[config.mk]
export PLATFORM = sky130hd
export DESIGN_NAME = axi_line_fetcher
export DESIGN_NICKNAME = d
export VERILOG_FILES = /design/src/rtl/axi_line_fetcher.sv
export SDC_FILE = /design/constraint.sdc
export NUM_CORES = 1
export LEC_CHECK = 0
export BUFFER_PORTS_ARGS = -buffer_cell sky130_fd_sc_hd__buf_2
export CELL_PAD_IN_SITES_DETAIL_PLACEMENT = 0
export CELL_PAD_IN_SITES_GLOBAL_PLACEMENT = 1
export CORE_MARGIN = 2
export CORE_UTILIZATION = 40
export DETAILED_ROUTE_END_ITERATION = 10
export PLACE_DENSITY_LB_ADDON = 0.15
export SETUP_SLACK_MARGIN = 0.5
export SLEW_MARGIN = 25
export SYNTH_ARGS = -nofsm -noshare
export SYNTH_HDL_FRONTEND = slang
export SYNTH_SLANG_ARGS = --single-unit
export TNS_END_PERCENT = 10
[constraint.sdc]
create_clock -name clk -period 3.5 [get_ports clk]
set_input_delay 0.175 -clock clk [delete_from_list [all_inputs] [get_ports clk]]
set_output_delay 0.175 -clock clk [all_outputs]
set_load 0.01 [all_outputs]
[src/rtl/axi_line_fetcher.sv]
// Reads one text line from an AXI4-Lite slave, one word at a time, and forwards
// each word downstream until a word holding an EOL byte or the word limit is reached.
module axi_line_fetcher #(
   parameter int AXI_DATAW = 32,
   parameter int ADDR_W    = 32,
   parameter int CNT_W     = 16
) (
   input  logic                 clk,
   input  logic                 rst,
   input  logic                 start,
   input  logic [ADDR_W-1:0]    base_addr,
   input  logic [CNT_W-1:0]     max_words,
   output logic                 busy,
   output logic                 done,
   output logic                 err,
   output logic [CNT_W-1:0]     word_cnt,
   output logic [ADDR_W-1:0]    m_araddr,
   output logic                 m_arvalid,
   input  logic                 m_arready,
   input  logic [AXI_DATAW-1:0] m_rdata,
   input  logic [1:0]           m_rresp,
   input  logic                 m_rvalid,
   output logic                 m_rready,
   output logic [AXI_DATAW-1:0] out_data,
   output logic                 out_valid,
   input  logic                 out_ready,
   output logic                 out_last
);

   localparam int BW = AXI_DATAW / 8;

   function automatic logic has_eol(input logic [AXI_DATAW-1:0] w);
      logic found;
      found = 1'b0;
      for (int b = 0; b < BW; b++) begin
         if (w[8*b +: 8] == 8'h0A) found = 1'b1;
      end
      return found;
   endfunction

   typedef enum logic [2:0] {S_IDLE, S_AR, S_R, S_OUT, S_DONE} state_t;

   state_t                 state_q, state_d;
   logic [ADDR_W-1:0]      base_q, base_d;
   logic [CNT_W-1:0]       max_q, max_d;
   logic [CNT_W-1:0]       cnt_q, cnt_d;
   logic                   err_q, err_d;
   logic [AXI_DATAW-1:0]   data_q, data_d;
   logic                   last_q, last_d;

   always_ff @(posedge clk or posedge rst) begin
      if (rst) begin
         state_q <= S_IDLE;
         base_q  <= '0;
         max_q   <= '0;
         cnt_q   <= '0;
         err_q   <= 1'b0;
         data_q  <= '0;
         last_q  <= 1'b0;
      end else begin
         state_q <= state_d;
         base_q  <= base_d;
         max_q   <= max_d;
         cnt_q   <= cnt_d;
         err_q   <= err_d;
         data_q  <= data_d;
         last_q  <= last_d;
      end
   end

   always_comb begin
      state_d = state_q;
      base_d  = base_q;
      max_d   = max_q;
      cnt_d   = cnt_q;
      err_d   = err_q;
      data_d  = data_q;
      last_d  = last_q;
      case (state_q)
         S_IDLE: begin
            if (start) begin
               base_d  = base_addr;
               max_d   = max_words;
               cnt_d   = '0;
               err_d   = 1'b0;
               state_d = (max_words == '0) ? S_DONE : S_AR;
            end
         end
         S_AR: begin
            if (m_arready) state_d = S_R;
         end
         S_R: begin
            if (m_rvalid) begin
               if (m_rresp != 2'b00) begin
                  // Failed beat is dropped; the run ends with the words already delivered.
                  err_d   = 1'b1;
                  state_d = S_DONE;
               end else begin
                  data_d  = m_rdata;
                  last_d  = has_eol(m_rdata) || ((cnt_q + CNT_W'(1)) == max_q);
                  state_d = S_OUT;
               end
            end
         end
         S_OUT: begin
            if (out_ready) begin
               cnt_d   = cnt_q + CNT_W'(1);
               state_d = last_q ? S_DONE : S_AR;
            end
         end
         S_DONE: state_d = S_IDLE;
         default: state_d = S_IDLE;
      endcase
   end

   assign busy      = (state_q == S_AR) || (state_q == S_R) || (state_q == S_OUT);
   assign done      = (state_q == S_DONE);
   assign err       = err_q;
   assign word_cnt  = cnt_q;
   // Word address derives from the delivered count, so it cannot move while AR waits.
   assign m_araddr  = base_q + ADDR_W'(cnt_q) * ADDR_W'(BW);
   assign m_arvalid = (state_q == S_AR);
   assign m_rready  = (state_q == S_R);
   assign out_valid = (state_q == S_OUT);
   assign out_data  = data_q;
   assign out_last  = last_q;

endmodule

* After elaboration in Yosys (flattened, before gate mapping)
Cells that the tools add are included.
** Cells by class
- Add/subtract/negate cells :: 2
- Equal/unequal tests :: 14
- Muxes and demuxes :: 22
- Bitwise operators :: 1
- Reductions and logical operators :: 13
** Operator list (count)
- adder 32 x 18 -> 32 bit :: 1
- == test 8 x 4 -> 1 bit, second input constant :: 4
- 2-to-1 mux 16 bit :: 2
- case mux 16 bit (2 select lines) :: 1
- 2-to-1 mux 3 bit :: 7
- adder 16 x 1 -> 16 bit, second input constant :: 1
- == test 16 bit :: 1
- zero test 16 bit :: 1
- case mux 3 bit (4 select lines) :: 1
- 2-to-1 mux 1 bit :: 10
- AND reduction 4 bit :: 2
- == test 3 x 2 -> 1 bit, second input constant :: 2
- inequality test 2 x 1 -> 1 bit, second input constant :: 3
- AND reduction 3 bit :: 2
- nonzero test 2 bit :: 3
- inequality test 2 bit, second input constant :: 2
- == test 3 x 1 -> 1 bit, second input constant :: 1
- == test 3 bit, second input constant :: 1
- zero test 3 bit :: 1
- logical OR 1 bit :: 3
- case mux 1 bit (2 select lines) :: 1
- AND reduction 2 bit :: 1
- NOT 1 bit :: 1
** Word-level totals
- Register bits :: 101
- Bits of input ports :: 88
- Output and inout bits :: 87

* Depth between registers and ports, before layout
Gate-level depths: netlist (run 1).
- Depth in word-level cells :: 9
- Mapped depth :: 9
- Gate-level depth less buffers :: 9

* Worst setup path before layout (run 1)
No wires, ideal clock.
- Kind :: register to output
- Start point :: register cnt_q[0], in the netlist word_cnt[0]
- End point :: output m_araddr[26]
- Data arrival time :: 2.332 ns
- Setup slack :: 0.993 ns
- Cell stages (with the launch flop) :: 10
- Buffers on the path :: 0
- Path through :: dfrtp_1 > ha_1 > inv_1 > fa_1 > nor2b_1 > o211ai_1 > a21boi_0 > o21ai_1 > a211oi_1 > xor2_1
** Between the ends
- Longest elaborated chain between the ends :: 1
** Ends and longest elaborated chain
- start: declaration :: RTL line 46 : logic [CNT_W-1:0] cnt_q, cnt_d;
- start signal: assignment :: RTL line 64 : cnt_q <= cnt_d;
- adder 32 x 18 -> 32 bit :: RTL line 121 : assign m_araddr = base_q + ADDR_W'(cnt_q) * ADDR_W'(BW);
- end: declaration :: RTL line 17 : output logic [ADDR_W-1:0] m_araddr,
Every way passes these cells.

* Worst setup path after layout (run 1)
- Start point :: register cnt_q[0], in the netlist word_cnt[0]
- End point :: output m_araddr[14]
Same word-level chain as after synthesis.

==> results of run 1 <==
sequential cells by signal, indices dropped and copies added, names as in the netlist:
register and count:
base_q 32, out_data 32, max_q 16, word_cnt 16, state_q 3, err 1, out_last 1
cell usage in the layout, fill, tap and decap left out, drive strengths merged, types with 17 or more instances in the layout:
| master | instances |
|---|---|
| buf | 180 |
| dfrtp | 101 |
| ha | 17 |
| xnor2 | 33 |
| mux2 | 80 |
| xor2 | 20 |
| nor2 | 35 |
| o21ai | 33 |
| nand2 | 46 |
| a21oi | 21 |
critical path, stage by stage (launching register included):
cell and delay, ns:
dfrtp_2 0.39, ha_1 0.18, inv_1 0.05, fa_1 0.41
nor2b_2 0.15, o211ai_1 0.11, a21boi_2 0.28, nor2_1 0.13
o31ai_1 0.25, xor2_1 0.21, buf_2 0.16
per-layer routing:
| metal | GRT usage, % | up-vias | routed length [µm] |
|---|---|---|---|
| met5 | 0 | - | 0 |
| met4 | 4.89 | 0 | 255 |
| met3 | 6.62 | 14 | 1100 |
| met2 | 34.7 | 149 | 7430 |
| met1 | 25.1 | 2279 | 6610 |
| li1 | - | 2306 | - |
cell type report:
| cell class | count | area (µm²) | area share (%) |
|---|---|---|---|
| multi-input combinational | 410 | 3190 | 44.4 |
| sequential | 101 | 2530 | 35.2 |
| clock buffer | 10 | 229 | 3.18 |
| timing repair buffer | 181 | 926 | 12.9 |
| inverter | 7 | 31.3 | 0.435 |
| clock inverter | 6 | 56.3 | 0.783 |
| tap | 180 | 225 | 3.13 |
how the worst max path moves through the flow:
stage,slack [ns],start,to
global route,0.45,word_cnt[11],m_araddr[26]
finish,0.65,word_cnt[0],m_araddr[14]
CTS,0.44,word_cnt[6],m_araddr[27]
detailed placement,0.61,word_cnt[0],m_araddr[28]
floorplan,0.68,rst,base_q[0]
global placement,0.70,word_cnt[0],m_araddr[28]
power by group:
part | switching (µW) | internal (µW) | total [µW]
Combinational | 1190 | 1210 | 2400
Sequential | 414 | 1670 | 2090
Clock | 485 | 497 | 982
Total | 2090 | 3380 | 5470
synth_stat cells (3+ instances only):
master	count	area, µm²
a31oi_1	4	25.0
nor4_1	9	56.3
xnor2_1	33	289
nor2_1	34	128
mux2i_1	3	30.0
a211oi_1	5	37.5
buf_2	7	35.0
o22ai_1	4	25.0
nor2b_1	6	37.5
xor2_1	20	175
nand3_1	11	55.1
ha_1	17	213
dfrtp_1	101	2530
inv_1	7	26.3
a21o_1	8	60.1
and3_1	8	50.1
nand3b_1	3	22.5
and2_1	3	18.8
nor3_1	6	30.0
buf_4	3	22.5
a21oi_1	21	105
nand2b_1	4	25.0
mux2_2	80	901
o31ai_1	5	37.5
clkbuf_1	11	41.3
nor4bb_1	4	40.0
o2111ai_1	4	35.0
nand4_1	7	43.8
o211ai_1	3	22.5
o21ai_0	31	155
nand2_1	46	173
per-stage QoR:
stage	hold slack [ns]	cells
finish	0.0509	895
CTS	0.0337	893
global route	0.0369	895
floorplan	0.292	541
global placement	0.407	877
detailed placement	0.409	877
cell families (layout without fill, tap and decap cells):
family	Yosys count	in the layout	synth area share, %
simple gates	156	156	14.9
flops	101	101	43.7
compound gates	100	100	10.8
mux	83	83	16.1
xor+xnor	53	53	8.02
buf+inv	30	204	2.49
fa+ha+maj	18	18	4.02
timing repair:
| action | CTS | global route |
|---|---|---|
| endpoints found under the hold margin | 0 | 1 |
| setup endpoints to repair | 15 | 18 |
| buffers inserted | 0 | 1 |
| gates cloned | 0 | 0 |
| gates resized for setup | 3 | 18 |
| hold buffers | 0 | 1 |
| pin swaps | 0 | 1 |
==> impl_metrics.toml, run 1 <==
[clock_tree]
cts.clk_slew.worst_paths_ns = 0.08
cts_tree = "done"
cts-root-buf = "clkbuf_16"
clock_path_buffers = 2
h-tree-depth = 3
clk_latency_ns = 0.35
clock_sinks = 101
numCtsBuffers = 9

[power_and_ir_drop]
powerDensity_nw_per_um2 = 760
ir_worst_vdd_mv = 0.461
power_leakage_uw = 0.00339
total_power_uw = 5470

[grt]
grt_pass1_wl_um = 25500
grt.overflow.total = 0
antenna_found_initial = 1
track_usage_pct = 20.4
grt_max_degree = 82
grt_pass1_vias = 4947

[timing]
final.setup.tns_ns = 0
hold_viol_final = 0
relSlewSlack_pct = 50.7
setup_viol = 0
fin_ws_ns = 0.654
period_share_pct = 81.3
fmaxAchievable_ghz = 0.351
worst_slew_pin_slew_ns = 0.740
drv_slew = 0
rsz0062_at_grt = "true"
fin_crit_ns = 2.85
finClkSkew_ns = 0.00546

[synth]
ys_seq_area_share_pct = 43.7
synth.cell_area_um2 = 5790
avgSynthCellArea_um2 = 10.7
ys_ff_latch = 101
ys_warn_count = 0
synth.distinct_cells = 57
ys.flop_type = "dfrtp_1"
synth-async-reset-ratio_pct = 100
synth_edf_count = 0
synthCells = 541
synth_nets = 647

[setup_path]
crit_type = "register to output port"
crit_path_start_kind = "register"
rrSetupSlack_ns = 1.16
rr_startpoint = "word_cnt[0]"
crit_required_ns = 3.32
arrival_ns = 2.67
reg2regPathDepth = 8
r2r-end = "out_last"
crit_fanout = 5
critPathCaptureType = "output port"

[placement]
placedInstanceArea_um2 = 6820
place_ws_ns = 0.613
port-buffer-count = 174
post-dp-hpwl_um = 11800
gp_congestion = 0.828

[final_layout]
num-fill-cells = 1314
syn_to_final_growth_pct = 24.2
antenna_cells = 0
final_cell_area_um2 = 7190
nets = 816
drive_above_1_share_pct = 42.9
post-route-util_pct = 51.4

[routing]
drt_iter0_drc = 283
vias_per_cell = 5.31
drt-total-wl_um = 15400
dr_total_vias = 4748
ant_nets = 0
first_pass_iters = 4
wl_per_cell_um = 17.2
route.detailed.drc = 0

[hold_path]
hold_depth = 2
hp-start = "base_addr[0]"
hold_path_end = "base_q[0]"
hp-class = "input port to register"

[floorplanning]
die-area_um2 = 15500
pin_count = 175
num_rows = 43
core_area_um2 = 14000
start_util_pct = 41.4
die_x_um = 124
die_h_um = 124

[job]
cap_violations = 0

[status]
status = "complete, no violations"
Power figures use the tool's default switching activity.
==> run 2: changes to the inputs <==
==> constraint.sdc (replaced) <==
create_clock -name clk -period 2.97 [get_ports clk]
set_input_delay 0.1485 -clock clk [delete_from_list [all_inputs] [get_ports clk]]
set_output_delay 0.1485 -clock clk [all_outputs]
set_load 0.01 [all_outputs]
==> run 2 against run 1 <==
- power is 21% higher
- clock skew is 0.0044 ns higher
- largest cell class unchanged
- sequential power is 19% higher
- wire length is 1.8% higher
- final cell count is 1.3% higher
- first-iteration DRC count is 10% lower
- core utilization is 1.7 points higher
- critical path depth is 2 lower
- non-clock buffer count is 12 higher
- final area is 3.2% higher
- clock power is 23% higher
==> impl_metrics.toml, run 2 (synthesis results as in run 1) <==
[timing]
final.setup.tns_ns = 0
period_share_pct = 92.3
worst_slew_pin_slew_ns = 0.725
fin_crit_ns = 2.74
hold_viol_final = 0
rsz0062_at_grt = "true"
finClkSkew_ns = 0.00988
timing.hold.ws_ns = 0.0267
setup_viol = 0
drv_slew = 0
relSlewSlack_pct = 51.6
fmaxAchievable_ghz = 0.365

[job]
cap_violations = 0

[setup_path]
critPathCaptureType = "output port"
crit_path_max_incr_delay_ns = 0.50
cp_cell_sequence = "ha_4 > nand4_1 > o22ai_1 > nor2_1 > o21a_2 > a211oi_2 > xor2_1 > buf_2"
arrival_ns = 2.59
path_buf_inv = 1
cpMaxStageDelayCell = "dfrtp_2"
crit_fanout = 9
critPathTopFamily = "compound AO/OA/AOI/OAI gates"
crit_type = "register to output port"
crit_path_start_kind = "register"
crit_required_ns = 2.82
rrSetupSlack_ns = 0.53

[routing]
ant_nets = 0
dr_total_vias = 4845
drt_iter0_drc = 254
drt-total-wl_um = 15700
vias_per_cell = 5.34
wl_per_cell_um = 17.3
first_pass_iters = 4
route.detailed.drc = 0

[grt]
antenna_found_initial = 0
gr-usage-met1_pct = 26.1
grt_pass1_wl_um = 26100
grt_busiest_layer = "met2"
grt_pass1_vias = 5159
grt.overflow.total = 0
track_usage_pct = 20.6
grt_use_met3_pct = 5.28
met2_usage_pct = 34.8
grt_max_degree = 73

[final_layout]
antenna_cells = 0
final_cell_mix = "174 x buf_2, 95 x dfrtp_1, 80 x mux2_2"
layout_commonest_cell = "buf_2"
drive_above_1_share_pct = 45.9
num-fill-cells = 1323
nets = 828
syn_to_final_growth_pct = 28.2

[clock_tree]
clock_sinks = 101
cts_tree = "done"
clock_path_buffers = 2
h-tree-depth = 3
cts-root-buf = "clkbuf_16"
clk_latency_ns = 0.35
cts.clk_slew.worst_paths_ns = 0.08
numCtsBuffers = 9

[power_and_ir_drop]
ir_worst_vdd_mv = 0.494
powerDensity_nw_per_um2 = 890
power_leakage_uw = 0.00347

[floorplanning]
die-area_um2 = 15500
core_area_um2 = 14000
start_util_pct = 41.4
die_x_um = 124
pin_count = 175
num_rows = 43
die_h_um = 124

[status]
status = "complete, no violations"

[placement]
port-buffer-count = 174
gp_congestion = 0.852
post-dp-hpwl_um = 11800

[hold_path]
hp-class = "input port to register"
## run 2: cell types whose count changed in the layout (fill, tap and decap cells not counted), moves of 2 or more
cell | previous run | this run
ha_1 | 13 | 8
clkinvlp_4 | 1 | 3
buf_4 | 6 | 16
dfrtp_1 | 98 | 95
inv_8 | 2 | 0
dfrtp_2 | 3 | 6
clkinv_4 | 3 | 1
ha_2 | 4 | 2
ha_4 | 0 | 7
## run 2: power by group
group          switching (µW)  internal [µW]
combinational            1430           1500
sequential                509           1970
clock                     545            662
total                    2480           4130
## run 2: final timing paths
path,start,end,cells after the start
max,word_cnt[9],m_araddr[28],8
min,base_addr[16],base_q[16],2
max reg2reg,word_cnt[0],out_last,9
min reg2reg,out_data[4],out_data[4],1
max in group asynchronous,rst,word_cnt[11],4
min in group asynchronous,rst,base_q[0],3
## run 2: area by class of cell
type,count,area (µm²),area share [%]
clock buffer,10,229,3.08
clock inverter,6,71.3,0.961
tap,180,225,3.03
sequential,101,2530,34.1
inverter,7,30.0,0.404
multi-input combinational,410,3300,44.5
timing repair buffer,193,1030,13.9
## run 2: layer usage
layer  up-vias  share of wire, %
met1      2360                44
met2       143                49
li1       2327                 -
met3        15               6.1
met5         -                 0
met4         0               1.2
## run 2: metrics by stage
stage	std cells	setup slack (ns)	power, µW	utilization, %	area [µm²]
final	907	0.230	6610	53.1	7420
after floorplan	541	0.490	4300	-	5790
after global routing	907	0.127	7090	53.1	7420
after detailed placement	886	0.335	5320	49.3	6900
after global placement	886	0.477	5250	49.3	6900
after CTS	904	0.259	6640	52.5	7340
## run 2: what timing repair did
action | in CTS | in global routing
hold endpoints to repair | 30 | 0
endpoints found under the setup margin | 23 | 25
hold buffers | 2 | 0
buffers inserted | 0 | 3
pin swaps | 2 | 5
gates resized for setup | 25 | 14
==> run 3: changes to the inputs <==
--- a/config.mk
+++ b/config.mk
@@ -8,9 +8,9 @@
 export BUFFER_PORTS_ARGS = -buffer_cell sky130_fd_sc_hd__buf_2
 export CELL_PAD_IN_SITES_DETAIL_PLACEMENT = 0
 export CELL_PAD_IN_SITES_GLOBAL_PLACEMENT = 1
-export CORE_MARGIN = 2
 export CORE_UTILIZATION = 40
 export DETAILED_ROUTE_END_ITERATION = 10
+export MAX_ROUTING_LAYER = met4
 export PLACE_DENSITY_LB_ADDON = 0.15
 export SETUP_SLACK_MARGIN = 0.5
 export SLEW_MARGIN = 25
==> constraint.sdc (replaced) <==
create_clock -name clk -period 2.97 [get_ports clk]
set_input_delay 0.7425 -clock clk [delete_from_list [all_inputs] [get_ports clk]]
set_output_delay 0.7425 -clock clk [all_outputs]
set_load 0.01 [all_outputs]
==> run 3 against run 2 <==
- power up 3.7%
- core utilization rose by 2.2 points
- the flow now finishes with violations (negative setup slack)
- combinational power rose by 7.2%
- largest cell class unchanged
- non-clock buffer count grew 18
- sequential power is essentially flat
- critical path type unchanged
- critical path depth is 2 higher
==> impl_metrics.toml, run 3 (synthesis results as in run 1) <==
[setup_path]
path_depth = 10
critPathCaptureType = "output port"
cpMaxStageDelayCell = "dfrtp_1"
crit_path_start_kind = "register"
critPathTopFamily = "compound AO/OA/AOI/OAI gates"
crit_type = "register to output port"
path_buf_inv = 2
reg2regPathDepth = 9
crit_required_ns = 2.23
cp_cell_sequence = "ha_2 > inv_2 > fa_2 > nor2b_2 > o211ai_1 > a21boi_2 > o21ai_2 > a211oi_2 > xor2_1 > buf_2"
arrival_ns = 2.46
crit_path_max_incr_delay_ns = 0.36
crit_fanout = 7

[final_layout]
final_cell_area_um2 = 7730
layout_commonest_cell = "buf_2"
final_cell_mix = "174 x buf_2, 100 x dfrtp_1, 80 x mux2_2"
drive_above_1_share_pct = 48.5
post-route-util_pct = 55.3
nets = 846
syn_to_final_growth_pct = 33.5
num-fill-cells = 1287

[timing]
final.setup.tns_ns = -2.63
setup_viol = 19
worst_slew_pin_slew_ns = 0.740
hold_viol_final = 0
drv_slew = 0
finClkSkew_ns = 0.00773
rsz0062_at_grt = "true"
period_share_pct = 108
fin_ws_ns = -0.237
relSlewSlack_pct = 50.5
fin_crit_ns = 3.21
fmaxAchievable_ghz = 0.312

[floorplanning]
pin_count = 175
num_rows = 43
die_h_um = 122
die_x_um = 122
core_area_um2 = 14000
die-area_um2 = 15000
start_util_pct = 41.4

[placement]
post-dp-hpwl_um = 11900
gp_congestion = 0.854
place_ws_ns = -0.246
placedInstanceArea_um2 = 7030
port-buffer-count = 174

[routing]
dr_total_vias = 4861
route.detailed.drc = 0
wl_per_cell_um = 16.9
drt-total-wl_um = 15700
vias_per_cell = 5.25
first_pass_iters = 4
ant_nets = 0
drt_iter0_drc = 220

[clock_tree]
h-tree-depth = 3
cts-root-buf = "clkbuf_16"
hold_buffers = 0
cts_tree = "done"
cts.clk_slew.worst_paths_ns = 0.07
numCtsBuffers = 9
clock_path_buffers = 2
clock_sinks = 101
clk_latency_ns = 0.35

[hold_path]
hp-class = "input port to async pin"

[status]
status = "complete, but fails checks"
violations = "negative setup slack"

[grt]
track_usage_pct = 22.2
grt_max_degree = 44
grt_pass1_vias = 4922
antenna_found_initial = 1
grt_pass1_wl_um = 24800
grt.overflow.total = 0

[power_and_ir_drop]
powerDensity_nw_per_um2 = 887
ir_worst_vdd_mv = 0.447
power_leakage_uw = 0.00360

[job]
cap_violations = 0
run 3: cell count changes in the layout (fill, tap and decap cells not counted), moves of 3 or more:
cell	previous run	this run
a21oi_1	19	16
buf_4	16	32
buf_6	0	3
dfrtp_1	95	100
dfrtp_2	6	1
ha_1	8	3
ha_4	7	13
o2111ai_1	3	0
o21ai_0	30	26
o21ai_1	0	5
xnor2_1	33	30
xnor2_2	0	3
run 3: path summary, 6_finish.rpt:
kind                       slack, ns          from            to
setup / recovery               -0.24     base_q[2]  m_araddr[26]
hold / removal                  0.44           rst    base_q[30]
setup reg to reg                0.57   word_cnt[1]      out_last
hold reg to reg                 0.50  out_data[10]  out_data[10]
max in group asynchronous       1.90           rst  word_cnt[14]
min in group clk                0.50  out_data[10]  out_data[10]
run 3: through the flow:
step / cells / hold WS (ns) / total power (µW)
finish: 926 / 0.445 / 6860
global route: 926 / 0.470 / 7330
detailed placement: 902 / 0.488 / 5370
global placement: 902 / 0.483 / 5270
CTS: 922 / 0.447 / 6750
floorplan: 541 / 0.482 / 4300
run 3: cell type report:
cell class,count,area (µm²),area share [%]
clock inverter,7,83.8,1.08
clock buffer,9,225,2.91
inverter,7,30.0,0.388
tap,180,225,2.91
sequential,101,2530,32.7
antenna,1,2.50,0.0324
timing repair buffer,211,1180,15.3
multi-input combinational,410,3450,44.6
run 3: report_power, final:
group | switching, µW | total [µW] | internal [µW]
Combinational | 1490 | 3140 | 1650
Clock | 552 | 1220 | 667
Sequential | 532 | 2500 | 1970
Total | 2570 | 6860 | 4280
run 3: repair_timing:
item	CTS	global route
resized for setup	26	33
pin swaps	10	19
buffers inserted	4	3
endpoints found under the setup margin	28	29
gates cloned	0	0
run 3: layer usage:
layer  part of all wire, %  GRT usage, %  up-vias
li1                      -             -     2366
met1                    45          28.8     2342
met2                    49          35.8      142
met3                   5.1          3.35       11
met4                   1.1          6.94        0
met5                     0             -        -
